`src/rtl/seg_pkg.sv`:
```
// Shared types and sizes for the scanned display bus capture block.
package seg_pkg;

  localparam int unsigned NDIG  = 8;
  localparam int unsigned AN_W  = $clog2(NDIG);
  localparam int unsigned DIG_W = 4;

  typedef logic [DIG_W-1:0] digit_t;

  // Packed so that nibble k of the flattened frame is digit position k.
  typedef digit_t [NDIG-1:0] frame_t;

  typedef enum logic [1:0] {
    IDLE,
    SCAN,
    STALL
  } state_t;

  // One-hot mask for a digit position.
  function automatic logic [NDIG-1:0] an_onehot(input logic [AN_W-1:0] an);
    logic [NDIG-1:0] one;
    one = {{(NDIG-1){1'b0}}, 1'b1};
    return one << an;
  endfunction

endpackage

```
`src/rtl/seg_scan_capture_if.sv`:
```
// Scanned display bus plus the reconstructed-frame outputs of the capture block.
// master: the display driver / bench side; slave: the capture block.
interface seg_scan_capture_if;
  import seg_pkg::*;

  logic [AN_W-1:0]         seg_an;
  digit_t                  seg_data;
  logic [NDIG*DIG_W-1:0]   value;
  logic                    frame_valid;
  logic [NDIG-1:0]         digit_seen;
  logic                    stalled;

  modport master (
    output seg_an,
    output seg_data,
    input  value,
    input  frame_valid,
    input  digit_seen,
    input  stalled
  );

  modport slave (
    input  seg_an,
    input  seg_data,
    output value,
    output frame_valid,
    output digit_seen,
    output stalled
  );

endinterface

```
`src/rtl/seg_stab_filter.sv`:
```
// Input stage and stability filter for the scanned display bus.
// Optional macro SEG_CAP_SYNC_EN adds a 2-flop synchronizer ahead of the input
// register (commit latency HOLD+2 instead of HOLD).
// commit is a single-cycle strobe, valid for the edge on which the registered
// sample has been held for HOLD consecutive edges; an/data are that sample.
module seg_stab_filter
  import seg_pkg::*;
#(
  parameter int unsigned HOLD = 4
) (
  input  logic            clk,
  input  logic            rst,
  input  logic [AN_W-1:0] seg_an,
  input  digit_t          seg_data,
  output logic            commit,
  output logic [AN_W-1:0] an,
  output digit_t          data
);

  localparam int unsigned SMP_W = AN_W + DIG_W;
  localparam int unsigned CNT_W = $clog2(HOLD + 1);

  logic [SMP_W-1:0] raw;
  logic [SMP_W-1:0] in_s;
  logic [SMP_W-1:0] sample_q;
  logic [CNT_W-1:0] cnt_q;
  logic [CNT_W-1:0] cnt_d;
  logic             same;

  assign raw = {seg_an, seg_data};

`ifdef SEG_CAP_SYNC_EN
  logic [SMP_W-1:0] sync1_q;
  logic [SMP_W-1:0] sync2_q;

  // Two-flop synchronizer for pins from an unrelated clock domain.
  always_ff @(posedge clk or posedge rst) begin
    if (rst) begin
      sync1_q <= '0;
      sync2_q <= '0;
    end else begin
      sync1_q <= raw;
      sync2_q <= sync1_q;
    end
  end

  assign in_s = sync2_q;
`else
  assign in_s = raw;
`endif

  // Incoming sample matches what the input register already holds.
  assign same = (in_s == sample_q);

  // Dwell counter: restarts at 1 on a change, saturates at HOLD.
  always_comb begin
    cnt_d = cnt_q;
    if (!same) begin
      cnt_d = CNT_W'(1);
    end else if (cnt_q != CNT_W'(HOLD)) begin
      cnt_d = cnt_q + 1'b1;
    end
  end

  // Fires only on the step into HOLD, so once per dwell.
  assign commit = same && (cnt_q == CNT_W'(HOLD - 1));

  // Input register and dwell counter state.
  always_ff @(posedge clk or posedge rst) begin
    if (rst) begin
      sample_q <= '0;
      cnt_q    <= '0;
    end else begin
      sample_q <= in_s;
      cnt_q    <= cnt_d;
    end
  end

  assign {an, data} = sample_q;

endmodule

```
`src/rtl/seg_scan_capture.sv`:
```
// Receiver for the time-multiplexed display bus: filters glitches, rebuilds the
// 8-digit value, flags complete frames and detects a stalled scan.
// Optional macro SEG_CAP_SYNC_EN (handled in seg_stab_filter) adds an input
// synchronizer.
module seg_scan_capture
  import seg_pkg::*;
#(
  parameter int unsigned HOLD    = 4,
  parameter int unsigned TIMEOUT = 1000000
) (
  input logic               clk,
  input logic               rst,
  seg_scan_capture_if.slave bus
);

  localparam int unsigned TMO_W = $clog2(TIMEOUT + 1);

  logic                  commit;
  logic [AN_W-1:0]       c_an;
  digit_t                c_data;

  state_t                state_q;
  frame_t                dig_buf_q;
  frame_t                dig_buf_upd;
  logic [NDIG-1:0]       seen_q;
  logic [NDIG-1:0]       seen_upd;
  logic [TMO_W-1:0]      tmo_q;
  logic [NDIG*DIG_W-1:0] value_q;
  logic                  fv_q;
  logic                  stalled_q;

  seg_stab_filter #(
    .HOLD (HOLD)
  ) u_filter (
    .clk      (clk),
    .rst      (rst),
    .seg_an   (bus.seg_an),
    .seg_data (bus.seg_data),
    .commit   (commit),
    .an       (c_an),
    .data     (c_data)
  );

  // Buffer and seen mask as they would look with the current commit applied.
  always_comb begin
    dig_buf_upd       = dig_buf_q;
    dig_buf_upd[c_an] = c_data;
    seen_upd          = seen_q | an_onehot(c_an);
  end

  // Capture FSM with registered outputs; a commit always beats a timeout.
  always_ff @(posedge clk or posedge rst) begin
    if (rst) begin
      state_q   <= IDLE;
      dig_buf_q <= '0;
      seen_q    <= '0;
      tmo_q     <= '0;
      value_q   <= '0;
      fv_q      <= 1'b0;
      stalled_q <= 1'b0;
    end else begin
      fv_q <= 1'b0;
      if (commit) begin
        dig_buf_q <= dig_buf_upd;
      end
      case (state_q)
        IDLE: begin
          if (commit) begin
            state_q <= SCAN;
            seen_q  <= an_onehot(c_an);
            tmo_q   <= '0;
          end
        end
        SCAN: begin
          if (commit) begin
            tmo_q <= '0;
            if (&seen_upd) begin
              value_q <= dig_buf_upd;
              fv_q    <= 1'b1;
              seen_q  <= '0;
            end else begin
              seen_q <= seen_upd;
            end
          end else if (tmo_q == TMO_W'(TIMEOUT - 1)) begin
            state_q   <= STALL;
            stalled_q <= 1'b1;
            seen_q    <= '0;
            tmo_q     <= TMO_W'(TIMEOUT);
          end else begin
            tmo_q <= tmo_q + 1'b1;
          end
        end
        STALL: begin
          // First commit after a stall starts a fresh frame.
          if (commit) begin
            state_q   <= SCAN;
            stalled_q <= 1'b0;
            seen_q    <= an_onehot(c_an);
            tmo_q     <= '0;
          end
        end
        default: begin
          state_q <= IDLE;
        end
      endcase
    end
  end

  assign bus.value       = value_q;
  assign bus.frame_valid = fv_q;
  assign bus.digit_seen  = seen_q;
  assign bus.stalled     = stalled_q;

endmodule

```
`src/flat_wrapper.sv`:
```
// flat-port wrapper written by rule: the top's interface ports become plain ports
module seg_scan_capture_flat import seg_pkg::*;
#(
  parameter int unsigned HOLD    = 4,
  parameter int unsigned TIMEOUT = 1000000
)
  (clk, rst, bus_seg_an, bus_seg_data, bus_value, bus_frame_valid, bus_digit_seen, bus_stalled);
  seg_scan_capture_if bus_i ();
  input logic clk;
  input logic rst;
  input wire logic [$bits(bus_i.seg_an)-1:0] bus_seg_an;
  input wire logic [$bits(bus_i.seg_data)-1:0] bus_seg_data;
  output wire logic [$bits(bus_i.value)-1:0] bus_value;
  output wire logic [$bits(bus_i.frame_valid)-1:0] bus_frame_valid;
  output wire logic [$bits(bus_i.digit_seen)-1:0] bus_digit_seen;
  output wire logic [$bits(bus_i.stalled)-1:0] bus_stalled;
  assign bus_i.seg_an = bus_seg_an;
  assign bus_i.seg_data = bus_seg_data;
  assign bus_value = bus_i.value;
  assign bus_frame_valid = bus_i.frame_valid;
  assign bus_digit_seen = bus_i.digit_seen;
  assign bus_stalled = bus_i.stalled;
  seg_scan_capture #(.HOLD(HOLD), .TIMEOUT(TIMEOUT)) u_core (.clk(clk), .rst(rst), .bus(bus_i));
endmodule
```
`config.mk`:
```
export PLATFORM = sky130hd
export DESIGN_NAME = seg_scan_capture_flat
export DESIGN_NICKNAME = d
export VERILOG_FILES = /design/src/rtl/seg_pkg.sv /design/src/rtl/seg_scan_capture_if.sv /design/src/rtl/seg_stab_filter.sv /design/src/rtl/seg_scan_capture.sv /design/src/flat_wrapper.sv
export SDC_FILE = /design/constraint.sdc
export NUM_CORES = 1
export LEC_CHECK = 0
export CAP_MARGIN = 15
export CELL_PAD_IN_SITES_DETAIL_PLACEMENT = 0
export CELL_PAD_IN_SITES_GLOBAL_PLACEMENT = 2
export CORE_MARGIN = 4
export CORE_UTILIZATION = 39
export CTS_CLUSTER_DIAMETER = 30
export DETAILED_ROUTE_END_ITERATION = 7
export PLACE_DENSITY = 0.84
export RECOVER_POWER = 50
export SYNTH_ARGS = -nofsm -noshare
export SYNTH_HDL_FRONTEND = slang
export SYNTH_SLANG_ARGS = --single-unit
```
`constraint.sdc`:
```
create_clock -name clk -period 4.4 [get_ports clk]
set_clock_uncertainty 0.15 [all_clocks]
set_input_delay 0.88 -clock clk [delete_from_list [all_inputs] [get_ports clk]]
set_output_delay 0.88 -clock clk [all_outputs]
set_load 0.01 [all_outputs]
```
Yosys cells after proc, flatten, opt, wreduce, memory -nomap -nowiden
Cells that the tools add are included.
{"block": "word_totals", "reg_bits": 106, "in_bits": 9, "output_inout_bits": 42, "wordCells": 71}
{"block": "classes", "n_addsub": 2, "n_lt_le_gt_ge": 2, "n_eq_ne": 12, "shift": 1, "mux": 25, "n_bitwise": 1, "n_reduce_logical": 12}
{"cell": "$mux W20", "n": 3}
{"cell": "$pmux W20 S2", "n": 1}
{"cell": "$bwmux W32", "n": 1}
{"cell": "$mux W8", "n": 4}
{"cell": "$add A20 B1 Y20 const B", "n": 1}
{"cell": "$eq A20 B20 Y1 const B", "n": 1}
{"cell": "$pmux W8 S2", "n": 1}
{"cell": "$demux W4 S3", "n": 1}
{"cell": "$reduce_and A10 Y1", "n": 1}
{"cell": "$ne A2 B1 Y1 const B", "n": 4}
{"cell": "$or A8 B8 Y8", "n": 1}
{"cell": "$reduce_and A8 Y1", "n": 1}
{"cell": "$shl A1 B3 Y8 const A", "n": 1}
{"cell": "$eq A7 B7 Y1", "n": 1}
{"cell": "$mux W1", "n": 6}
{"cell": "$mux W2", "n": 3}
{"cell": "$mux W3", "n": 2}
{"cell": "$reduce_and A3 Y1", "n": 2}
{"cell": "$lt A3 B4 Y1 const B", "n": 1}
{"cell": "$mux W4", "n": 1}
{"cell": "$pmux W2 S2", "n": 1}
{"cell": "$reduce_and A4 Y1", "n": 1}
{"cell": "$reduce_bool A2 Y1", "n": 2}
{"cell": "$add A3 B1 Y3 const B", "n": 1}
{"cell": "other kinds (12)", "n": 13}

Longest topological paths before layout
{"block": "logic_depth", "word_depth": 6, "mapped_depth": 8, "depth_no_buf": 6}

By module
Synthesis repeated with hierarchy kept, for this count alone.
{"block": "hier_totals", "hier_cells": 440, "hier_area_um2": 5311.3}
{"mod": "seg_scan_capture", "instances": 1, "cells_each": 406, "area_per_inst_um2": 4885.9, "seq_area_each_um2": 2402.3}
{"mod": "seg_stab_filter", "instances": 1, "cells_each": 34, "area_per_inst_um2": 425.4, "seq_area_each_um2": 250.2}

Least setup slack after synthesis
Ideal clock, no wire load.
{"block": "synth_path", "path_kind": "input to register", "start": "input port bus_seg_an[1]", "end": "register u_core.value_q[0] (netlist: u_core.bus.value[0])", "setup_ns": 0.127, "t_arrival_ns": 2.250, "required_time_ns": 4.123, "path_slack_ns": 1.872, "stages": 6, "path_buffers": 1, "path_cell_list": "xnor2_1 and4_1 nand2_2 nor3_4 buf_6 mux2_1"}
{"block": "synth_via", "elab_chain_cells": 3}
{"element": "from (decl)", "line_no": "flat_wrapper.sv:11", "text": "input wire logic [$bits(bus_i.seg_an)-1:0] bus_seg_an;"}
{"element": "$eq A7 B7 Y1", "line_no": "seg_stab_filter.sv:53", "text": "assign same = (in_s == sample_q);"}
{"element": "$logic_and A1 B1 Y1", "line_no": "seg_stab_filter.sv:66", "text": "assign commit = same && (cnt_q == CNT_W'(HOLD - 1));"}
{"element": "$reduce_and A10 Y1 (no line)"}
{"element": "to (signal assigned)", "line_no": "seg_scan_capture.sv:78", "text": "value_q <= dig_buf_upd;"}
{"element": "to (decl)", "line_no": "seg_scan_capture.sv:28", "text": "logic [NDIG*DIG_W-1:0] value_q;"}
No other way between the ends.
A chain may end at the register's enable or synchronous reset.

==> metrics.txt <==
outcome=finished with violations; violated checks=max-capacitance violations, max-slew violations; first-pass GRT wire length=20200 um; Post-layout nets=496; crit path DAT=3.60 ns; VDD IR max=0.249 mV; Slew @ Worst Pin=2.45 ns; Reg-to-Reg Start=u_core.u_filter.sample_q[2]$_DFF_PP0_; 1st-iter DRT viols=284; Sw Share=23.4%; CTS tree=done; # hold bufs at CTS=0; clock slew at reported path FFs=0.07 ns; final setup vio count=0; post-CTS setup buffer count=0; vias in the first global route=3803; largest area contributor in the netlist=dfrtp_1; Worst Hold Class=register to register; hpwl dp=8200 um; Worst R2R End=u_core.bus.digit_seen[7]$_DFFE_PP0P_; GR Util All Layers=17.2%; total power draw=1.82 mW; Critical Path Source Type=input pin; antenna viol nets, final=0; row cnt=41; die footprint=15200 sq um; Worst Setup SP=rst; Yosys top cell area share=51.1%; max-cap violation count=1; hold endpoint=u_core.bus.value[27]$_DFFE_PP0P_; Post-Synthesis Cells=441; PD cells=299 nW/um^2; Sw Pwr=426 uW; Final Hold Viols=0; gr ovfl total=0; initial antenna violation count=0; Final Max Tran Viols=64; Clock Tree Buf Depth=2; Die X=123 um; Ant. Diodes=0; CP required=4.76 ns; DRC Markers=0; combinational share of power=3.9%; final cell count without fillers=658; Clk Latency, worst-skew pair=0.35 ns; leakage power=2.75 nW; fin crit share=73.7%; yosys warns=0; io pins=51; R2R depth=5; hold slack=0.332 ns; placer congestion estimate=0.811; unrepaired setup endpoints after global routing=false; largest net degree at the start of global routing=64; synthesized flop and latch total=106; Cells on Worst Hold Path=1; Total Neg Setup Slack=0 ns; CP Capture Type=async pin; input/output buffers=50; # H-tree levels=3; Core Area=12800 sq um; layout cells sized above 1=18.5%; post-synthesis sequential area ratio=51.1%; Hold Startpoint=u_core.bus.value[27]$_DFFE_PP0P_; Final min period=3.24 ns; final core utilization=47.4%; Clk pwr share=40.6%; Cell Area, Synth=5190 sq um; reg2reg setup slack=1.55 ns; clk sinks=106; die boundary height=123 um; Mean Syn Cell Area=11.8 sq um; crit-path max FO=63; CTS root buf=clkbuf_16; placed cells=644; post_cts resized=0; routed length per instance=18.0 um; synth top area cells=dfrtp_1 51%, mux2_2 14%, mux2_1 7.2%; Area Growth Syn to Fin=17.3%; worst rel slew slack=-63.2%; Net Count, Synth=454; P_int=1.39 mW; Initial Util=40.4%; total CTS buffers=9; Fmax=308 MHz; vias per cell=5.53; register share of total power=55.5%; Total Routed Length=11900 um; TritonRoute pass-1 iters=4; via count=3638; post-synth cell types=46; critical path class=input pin to async pin
## state kept, by name, summed over array words and instances, names as in the netlist
name / cells
u_core.bus.value: 32
u_core.dig_buf_q: 32
u_core.tmo_q: 20
u_core.bus.digit_seen: 8
u_core.u_filter.sample_q: 7
u_core.u_filter.cnt_q: 3
u_core.state_q: 2
u_core.bus.frame_valid: 1
u_core.bus.stalled: 1
## cells in the mapped netlist (all sizes together)
cell type / number
buf: 10
a32o: 5
mux2i: 3
o31ai: 3
nor3: 10
nand2b: 4
nor4b: 1
nand4b: 2
o22ai: 1
nand4: 12
o32ai: 8
or3: 5
and4: 3
clkbuf: 17
o21ai: 25
nand2: 34
xnor2: 9
ha: 4
o41a: 2
nor3b: 1
o31a: 3
mux2: 97
xor2: 3
nand3b: 3
a22o: 1
a31oi: 12
a21oi: 4
and2: 2
nor2: 11
dfrtp: 106
nand3: 15
o221ai: 2
o41ai: 1
and3: 6
inv: 12
a41oi: 2
nor4: 2
## worst max-delay path, stage by stage
cell and delay (ns):
clkdlybuf4s50_1 0.39, inv_1 1.72, buf_4 0.57
## cells by family after synthesis
logic type | Yosys count | synth area share [%]
simple gates | 111 | 11.5
flops | 106 | 51.1
mux | 100 | 21.6
compound gates | 69 | 9.07
buf+inv | 39 | 3.52
xor+xnor | 12 | 2.17
fa+ha+maj | 4 | 0.965
## area by class of cell
type,count,area [sq um]
inverters,12,45.0
clock inverters,4,30.0
repair buffers,58,561
well taps,172,215
clock buffers,10,229
fillers,1189,6740
multi-input cells,296,2350
flip-flops and latches,106,2650
## power groups by stage
stage,Clock (mW),Combinational [mW],Sequential [mW]
2_1_floorplan,0,0.0587,1.01
3_3_place_gp,0,0.0729,1.03
3_5_place_dp,0,0.0745,1.03
4_1_cts,0.762,0.0745,1.01
5_1_grt,0.813,0.0809,1.01
6_report,0.738,0.0703,1.01
## per-layer routing
| metal | vias to the layer above | global-route usage, % | share of wire [%] | wire length [um] |
|---|---|---|---|---|
| met5 | - | 0 | 0 | 0 |
| met4 | 0 | 5.26 | 1.1 | 130 |
| met3 | 11 | 4.48 | 3.5 | 413 |
| met2 | 70 | 26.5 | 49 | 5790 |
| met1 | 1857 | 23.7 | 47 | 5540 |
| li1 | 1700 | - | - | - |
## layout by cell type, fill, tap and decap left out, types with 2 or more instances in the layout
| cell | n |
|---|---|
| nor3_1 | 8 |
| nand2b_1 | 4 |
| a31oi_1 | 12 |
| o41a_1 | 2 |
| nand4_1 | 12 |
| a41oi_1 | 2 |
| dfrtp_1 | 106 |
| nand3_1 | 15 |
| clkdlybuf4s50_1 | 32 |
| a21oi_1 | 4 |
| clkbuf_16 | 9 |
| mux2i_1 | 3 |
| a32o_1 | 5 |
| o221ai_1 | 2 |
| nor2_1 | 11 |
| inv_1 | 12 |
| mux2_1 | 33 |
| xnor2_1 | 8 |
| mux2_2 | 64 |
| ha_1 | 4 |
| xor2_1 | 3 |
| nand2_1 | 33 |
| buf_4 | 8 |
| and2_1 | 2 |
| or3_1 | 5 |
| o31ai_1 | 3 |
| o31a_1 | 3 |
| nand4b_1 | 2 |
| o21ai_1 | 4 |
| and3_1 | 6 |
| o21ai_0 | 21 |
| nand3b_1 | 3 |
| o32ai_1 | 8 |
| and4_1 | 3 |
| dlygate4sd3_1 | 18 |
## stage by stage
step	area, sq um	setup slack (ns)
after detailed placement	5830	0.980
after global routing	6080	0.576
final	6080	1.16
after global placement	5830	1.03
after CTS	6090	1.35
after floorplan	5190	0.581
## worst max path at each step
stage               slack (ns)  cells after the start                                    to
floorplan                 0.58                      1  u_core.bus.digit_seen[0]$_DFFE_PP0P_
global placement          1.03                      7      u_core.bus.value[12]$_DFFE_PP0P_
detailed placement        0.98                      6  u_core.bus.digit_seen[7]$_DFFE_PP0P_
CTS                       1.35                      6  u_core.bus.digit_seen[7]$_DFFE_PP0P_
global route              0.58                      2      u_core.dig_buf_q[10]$_DFFE_PP0P_
finish                    1.16                      3      u_core.bus.value[25]$_DFFE_PP0P_
(Power assumes the default switching activity.)
